$ cat config.mk
export PLATFORM = sky130hd
export DESIGN_NAME = mac_pipe
export DESIGN_NICKNAME = d
export VERILOG_FILES = /design/src/rtl/mac_pipe.sv
export SDC_FILE = /design/constraint.sdc
export NUM_CORES = 1
export LEC_CHECK = 0
export ABC_AREA = 1
export CORE_ASPECT_RATIO = 1.75
export CORE_UTILIZATION = 64
export CTS_BUF_LIST = sky130_fd_sc_hd__clkbuf_16
export CTS_CLUSTER_SIZE = 40
export DETAILED_ROUTE_END_ITERATION = 8
export PLACE_DENSITY_LB_ADDON = 0.3
export SYNTH_ARGS = -nofsm -noshare
export SYNTH_HDL_FRONTEND = slang
export SYNTH_SLANG_ARGS = --single-unit
$ cat constraint.sdc
create_clock -name sys_clk -period 10 [get_ports sys_clk]
set_input_delay 2.5 -clock sys_clk [delete_from_list [all_inputs] [get_ports sys_clk]]
set_output_delay 2.5 -clock sys_clk [all_outputs]
set_load 0.005 [all_outputs]
$ cat src/rtl/mac_pipe.sv
// mac_pipe: pipelined multiply-accumulate with a ready/valid handshake on both sides.
//
// The operands are multiplied as signed or unsigned values, selected separately for
// each operand. The product passes through STAGES-1 product registers and then
// reaches the accumulator stage. The accumulator either loads the product or adds it
// to the running value. The whole pipeline stalls as one unit: every stage moves
// only when the output register is empty or its value is being taken.
//
// Parameters
//   WIDTH   operand width (4..32)
//   STAGES  input-to-output latency in cycles (2..4)
//   ACC_W   accumulator width (>= 2*WIDTH+1)
//
// Ports
//   sys_clk    clock, rising edge
//   sys_rst    synchronous active-high reset; takes priority over clr
//   clr        synchronous flush of the pipeline, the accumulator and ovf
//   in_valid   operand beat offered    / in_ready  beat accepted (global advance)
//   a, b       operands                / sign_a, sign_b  1 = two's complement
//   acc_en     1 = accumulate, 0 = load the product
//   out_valid  q valid                 / out_ready  downstream takes q
//   q          accumulator value       / ovf  sticky accumulator overflow
//
// Build option
//   MAC_PIPE_SATURATE_EN  when defined, an overflowing add clamps to the most
//                         positive or most negative ACC_W value. When undefined,
//                         the sum wraps. ovf is set in both builds.
module mac_pipe #(
    parameter int WIDTH  = 16,
    parameter int STAGES = 2,
    parameter int ACC_W  = 2*WIDTH+8
) (
    input  logic             sys_clk,
    input  logic             sys_rst,
    input  logic             clr,
    input  logic             in_valid,
    output logic             in_ready,
    input  logic [WIDTH-1:0] a,
    input  logic [WIDTH-1:0] b,
    input  logic             sign_a,
    input  logic             sign_b,
    input  logic             acc_en,
    output logic             out_valid,
    input  logic             out_ready,
    output logic [ACC_W-1:0] q,
    output logic             ovf
);
    localparam int PW = 2*WIDTH;   // exact product width
    localparam int PS = STAGES-1;  // number of product stages

    typedef struct packed {
        logic [PW-1:0] prod;
        logic          sext;    // sign-extend the product into the accumulator
        logic          acc_en;
    } beat_t;

    beat_t   [PS-1:0] stg;
    logic    [PS-1:0] vld_pipe;
    logic [ACC_W-1:0] acc;

    logic                advance;
    logic signed [WIDTH:0] a_ext, b_ext;
    logic signed [PW-1:0]  prod;
    beat_t               new_beat;

    // One advance signal drives every stage, so a stall freezes the whole pipe.
    // Bubbles are not squeezed out.
    assign advance  = !out_valid || out_ready;
    assign in_ready = advance && !sys_rst && !clr;

    // Add one extension bit to each operand so that all four sign combinations
    // become one signed multiply. The low PW bits of that multiply hold the exact
    // product for every combination.
    assign a_ext = {sign_a & a[WIDTH-1], a};
    assign b_ext = {sign_b & b[WIDTH-1], b};
    assign prod  = a_ext * b_ext;

    assign new_beat = '{prod: prod, sext: sign_a | sign_b, acc_en: acc_en};

    // ---------------- accumulator stage datapath ----------------
    beat_t            last;
    logic [ACC_W-1:0] p_ext, sum, acc_nxt;
    logic             add_ovf;

    assign last  = stg[PS-1];
    assign p_ext = last.sext ? {{(ACC_W-PW){last.prod[PW-1]}}, last.prod}
                             : {{(ACC_W-PW){1'b0}}, last.prod};
    assign sum   = acc + p_ext;

    // A two's-complement add overflows when both addends have the same sign and
    // the sum has the other sign.
    assign add_ovf = last.acc_en && (acc[ACC_W-1] == p_ext[ACC_W-1])
                                 && (sum[ACC_W-1] != acc[ACC_W-1]);

    always_comb begin
        acc_nxt = sum;
        if (!last.acc_en) begin
            acc_nxt = p_ext;   // a loaded product always fits, because ACC_W > PW
        end else if (add_ovf) begin
`ifdef MAC_PIPE_SATURATE_EN
            // The sign of the addends gives the direction of the overflow.
            acc_nxt = acc[ACC_W-1] ? {1'b1, {(ACC_W-1){1'b0}}}
                                   : {1'b0, {(ACC_W-1){1'b1}}};
`else
            acc_nxt = sum;
`endif
        end
    end

    // ---------------- control and state ----------------
    always_ff @(posedge sys_clk) begin
        if (sys_rst || clr) begin
            vld_pipe  <= '0;
            out_valid <= 1'b0;
            acc       <= '0;
            ovf       <= 1'b0;
        end else if (advance) begin
            vld_pipe[0] <= in_valid;
            for (int i = 1; i < PS; i++) vld_pipe[i] <= vld_pipe[i-1];
            // The output register empties when its value is taken, unless a new
            // beat replaces it in the same cycle.
            out_valid <= vld_pipe[PS-1];
            if (vld_pipe[PS-1]) begin
                acc <= acc_nxt;
                if (add_ovf) ovf <= 1'b1;
            end
        end
    end

    // The payload needs no reset, because vld_pipe qualifies it.
    always_ff @(posedge sys_clk) begin
        if (advance) begin
            stg[0] <= new_beat;
            for (int i = 1; i < PS; i++) stg[i] <= stg[i-1];
        end
    end

    assign q = acc;
endmodule

==> results of run 1 <==
[through the flow]
stage / hold slack, ps / utilization [%] / area [sq um]
5_1_grt: 493 / 70.8 / 18500
2_1_floorplan: 456 / - / 17100
4_1_cts: 473 / 70.8 / 18500
6_report: 472 / 70.8 / 18500
3_5_place_dp: 463 / 69.6 / 18200
3_3_place_gp: 447 / 69.6 / 18200
[flip-flops by register name, summed over array words and instances, names as in the netlist]
signal and count:
q 40, vld_pipe 1, last 34, ovf 1, out_valid 1
[worst register-to-register path, delay by kind of cell, from the launching register on]
family	cells	cell delay, ps
DFF	1	370
buffers and inverters	2	330
and+or+nand+nor	10	1690
AOI/OAI and AO/OA	1	60
adders and majority gates	2	640
[placed cells by master, fill, tap and decap left out, types with 26 or more instances in the layout]
cell type and n:
nand2_1 699, inv_1 622, fa_1 283, nor2_1 163, ha_1 121, a21oi_1 108
clkdlybuf4s50_1 82, nand3_1 78, o21ai_0 43, dfxtp_1 43, edfxtp_1 34, xor2_1 26
[path summary, 6_finish.rpt]
| path | start | end | cells past startpoint |
|---|---|---|---|
| worst max-delay path | b[15] | last[27] | 21 |
| worst min register to register | ovf | ovf | 2 |
| worst max register to register | last[2] | q[18] | 15 |
| worst min-delay path | ovf | ovf | 2 |
[kinds of logic after synthesis]
group	Yosys count	share of synthesized area, %
AND/OR/NAND/NOR	997	23.4
buffers and inverters	711	15.6
adder cells (fa/ha/maj)	404	41.9
AO/OA/AOI/OAI	185	5.90
flip-flops	77	11.0
XOR/XNOR	44	2.25
[final cells by class]
cell class | instances | area (sq um)
timing repair buffer | 104 | 986
sequential | 77 | 1880
tap | 320 | 400
clock buffer | 9 | 225
fill | 2246 | 7640
inverter | 626 | 2350
clock inverter | 7 | 87.6
multi-input combinational | 1630 | 12600
[per-layer routing]
layer	wire length, um	vias to the layer above
li1	-	7136
met1	16300	7254
met2	27100	618
met3	2950	242
met4	4950	2
met5	13	-
==> reports/metrics.yaml, run 1 <==
ys_seq_elements: 77
critPathMaxStageDelay_ps: 970
dp_hpwl_um: 43200
clock_skew_ps: 8.82
cap_violations: 0
synth_area_leaders: "fa_1 33%, nand2_1 15%, inv_1 14%"
period_share_pct: 90.7
cts_made_buffers: 9
vias_per_cell: 5.50
dr.pass1.iters: 5
path_class: "in -> reg"
insertion_delay_ps: 360
yosysWarnings: 0
fin_cells: 2773
path_cells: "clkdlybuf4s50_1, nand2_1, buf_4, nor2_1, fa_1, fa_1, fa_1, fa_1, fa_1, inv_1, fa_1, inv_1, ha_1, nand2_1, inv_1, nand2_1, nor3_1, nand4_1, nand3_1, a21oi_1, xnor2_1"
syn2layout_area_growth_pct: 7.97
use_met2_pct: 74.5
synth_fp_nets: 2862
min_path_type: "reg -> reg"
yosysMostFrequentCell: "nand2_1"
rsz0062_at_grt: "false"
hold_viol_final: 0
synthCells: 2418
ant_nets: 0
drv_slew: 0
pre_cts_ws_ps: 672
grt.total_usage_pct: 39.4
dpl.cell_count: 2757
synth.yosys.seq_area_share_pct: 11.0
grt_pass1_vias: 16300
wl_per_cell_um: 18.5
cts_resized: 0
cts_buffer_depth: 2
nets: 2892
syn_area_per_cell_sq_um: 7.09
root_buffer: "clkbuf_16"
drc: 0
synth_edf_count: 34
grtUsageMet1_pct: 36.5
portBuffers: 82
cts_tree: "yes"
cts-hold-fix-buffers: 0
critPathCaptureType: "flop"
grt_max_degree: 58
synth_ff_type: "dfxtp_1"
die_w_um: 126
timing.slew.headroom_pct: 26.4
tns_ps: 0
post_cts.repair.setup_buffers: 0
syn_area_sq_um: 17100
grt_use_met3_pct: 6.24
cp_common_cell: "fa_1"
routabilityCongestion: 1.05
critPathArrivalTime_ps: 9230
fmaxAchievable_mhz: 110
path_max_fanout: 18
grt_pass1_wl_um: 81000
crit_slowest_cell: "clkdlybuf4s50_1"
fin_ws_ps: 929
timing.final.setup_violations: 0
critPathRequiredTime_ps: 10160
numClockSinks: 77
core_sq_um: 26200
finalCriticalPeriod_ps: 9070
yosysTopAreaCellShare_pct: 33.0
clk_pin_slew_ps: 70
synthArstFlopShare_pct: 0
antennaDiodeCount: 0
worstSetupStartpointType: "input port"
critPathTopFamily: "adder cells"
routed-via-count: 15300
drive_gt1_share_pct: 3.10
die-area_sq_um: 27500
ios: 83
tightest_slew_ps: 1100
grt_busiest_layer: "met2"
rrSetupSlack_ps: 6760
fp.dieH_um: 219
antenna_found_initial: 1
h-tree-depth: 3
rows: 78
initial_utilization_pct: 65.6
status: "finished, final reports clean"
dr.first_iter.drc_count: 785
synth.distinct_cells: 40
wl_um: 51400
crit_buf_inv: 5
grt-ovfl-total: 0
synth_area_leader_cell: "fa_1"
synth_common_cells: "699 x nand2_1, 622 x inv_1, 283 x fa_1"
Power of run 1 is not shown: default switching activity piles up to over one toggle a cycle in this logic, so the estimate is an artifact.
==> run 2, diff against run 1 <==
--- a/config.mk
+++ b/config.mk
@@ -6,8 +6,10 @@
 export NUM_CORES = 1
 export LEC_CHECK = 0
 export ABC_AREA = 1
+export CELL_PAD_IN_SITES_DETAIL_PLACEMENT = 1
+export CELL_PAD_IN_SITES_GLOBAL_PLACEMENT = 1
 export CORE_ASPECT_RATIO = 1.75
-export CORE_UTILIZATION = 64
+export CORE_UTILIZATION = 47
 export CTS_BUF_LIST = sky130_fd_sc_hd__clkbuf_16
 export CTS_CLUSTER_SIZE = 40
 export DETAILED_ROUTE_END_ITERATION = 8
==> run 2 against run 1 <==
Critical path depth increased by 3. Die area rose by 36%. Core utilization down 19 points. Final cell count grew 5.3%. Register-to-register slack improved by 280 ps. Routed wire length rose by 13%. Sequential share of layout area down 0.078 points. Hold slack got worse by 1.4 ps. Via count is 0.10% higher. Clock skew rose by 9.0 ps. Global-route usage is 6.4 points lower.
==> reports/metrics.yaml, run 2 (synthesis results as in run 1) <==
status: "finished, final reports clean"
critPathCaptureType: "flop"
h-tree-depth: 3
grt.total_usage_pct: 33.0
cts_buffer_depth: 2
grt-ovfl-total: 0
min_path_type: "reg -> reg"
insertion_delay_ps: 380
cts_made_buffers: 9
fp.dieH_um: 255
timing.slew.headroom_pct: 31.8
most-common-layout-cells: "699 x nand2_1, 621 x inv_1, 283 x fa_1"
ant_nets: 0
wl_per_cell_um: 20.0
grt_max_degree: 58
timing.final.setup_violations: 0
syn2layout_area_growth_pct: 8.81
hold_viol_final: 0
nets: 2888
clock_skew_ps: 17.8
ios: 83
portBuffers: 82
grt_pass1_vias: 17700
clk_pin_slew_ps: 70
numClockSinks: 77
post_cts.repair.setup_buffers: 0
cap_violations: 0
critPathArrivalTime_ps: 9560
largest_reg_flops: 40
routed-via-count: 15300
dr.first_iter.drc_count: 471
root_buffer: "clkbuf_16"
critPathRequiredTime_ps: 10110
routabilityCongestion: 0.977
drv_slew: 0
tns_ps: 0
worstSetupStartpointType: "input port"
grt_pass1_wl_um: 92500
dr.pass1.iters: 4
die_w_um: 146
drc: 0
path_max_fanout: 18
cts_tree: "yes"
initial_utilization_pct: 47.6
finalCriticalPeriod_ps: 9450
path_class: "in -> reg"
fmaxAchievable_mhz: 106
cts_resized: 0
period_share_pct: 94.5
tightest_slew_ps: 1020
wl_um: 58300
vias_per_cell: 5.23
die-area_sq_um: 37300
dp_hpwl_um: 50800
cts-hold-fix-buffers: 0
layout_commonest_cell: "nand2_1"
drive_gt1_share_pct: 2.94
rows: 92
antenna_found_initial: 0
antennaDiodeCount: 0
core_sq_um: 36000
rsz0062_at_grt: "false"
==> run 2: final timing paths <==
check / startpoint / endpoint / slack [ps] / cells past startpoint
max: a[15] / last[27] / 550 / 24
min: ovf / ovf / 470 / 2
min reg2reg: ovf / ovf / 470 / 2
max reg2reg: last[33] / ovf / 7040 / 13
==> run 2: layout make-up <==
class / count / area [sq um]
flip-flops and latches: 77 / 1880
clock buffers: 9 / 225
well taps: 470 / 588
inverters: 626 / 2350
clock inverters: 7 / 73.8
repair buffers: 100 / 956
multi-input cells: 1630 / 12600
fillers: 4675 / 17400
==> run 2: through the flow <==
step | instance area, sq um | util (%) | instances | hold WS [ps] | setup slack [ps]
3_3_place_gp | 18400 | 51.0 | 2903 | 450 | 348
2_1_floorplan | 17100 | - | 2418 | 456 | 2140
3_5_place_dp | 18400 | 51.0 | 2903 | 463 | 242
4_1_cts | 18700 | 51.8 | 2919 | 474 | 641
5_1_grt | 18700 | 51.8 | 2919 | 506 | 198
6_report | 18700 | 51.8 | 2919 | 471 | 548
==> run 2: critical path, cell delays in order <==
cell and delay (ps):
clkdlybuf4s50_1 950, nand2_1 210, nor2_1 320, inv_1 110, fa_1 520, inv_1 60
fa_1 520, inv_1 50, fa_1 500, inv_1 60, fa_1 500, fa_1 490
inv_1 50, fa_1 470, inv_1 40, ha_1 360, nand2_1 90, inv_1 80
nand2_1 90, nor3_1 780, nand4_1 180, nand3_1 310, a21oi_1 150, xnor2_1 160
==> run 2: metal layers <==
layer / share of wire (%) / vias up / GRT usage, %
met5: 0 / - / 0
met4: 8.0 / 0 / 24.3
met3: 1.9 / 195 / 2.08
met2: 57 / 300 / 67.9
met1: 33 / 7655 / 29.6
li1: - / 7118 / -
Power of run 2 is left out for the same reason.
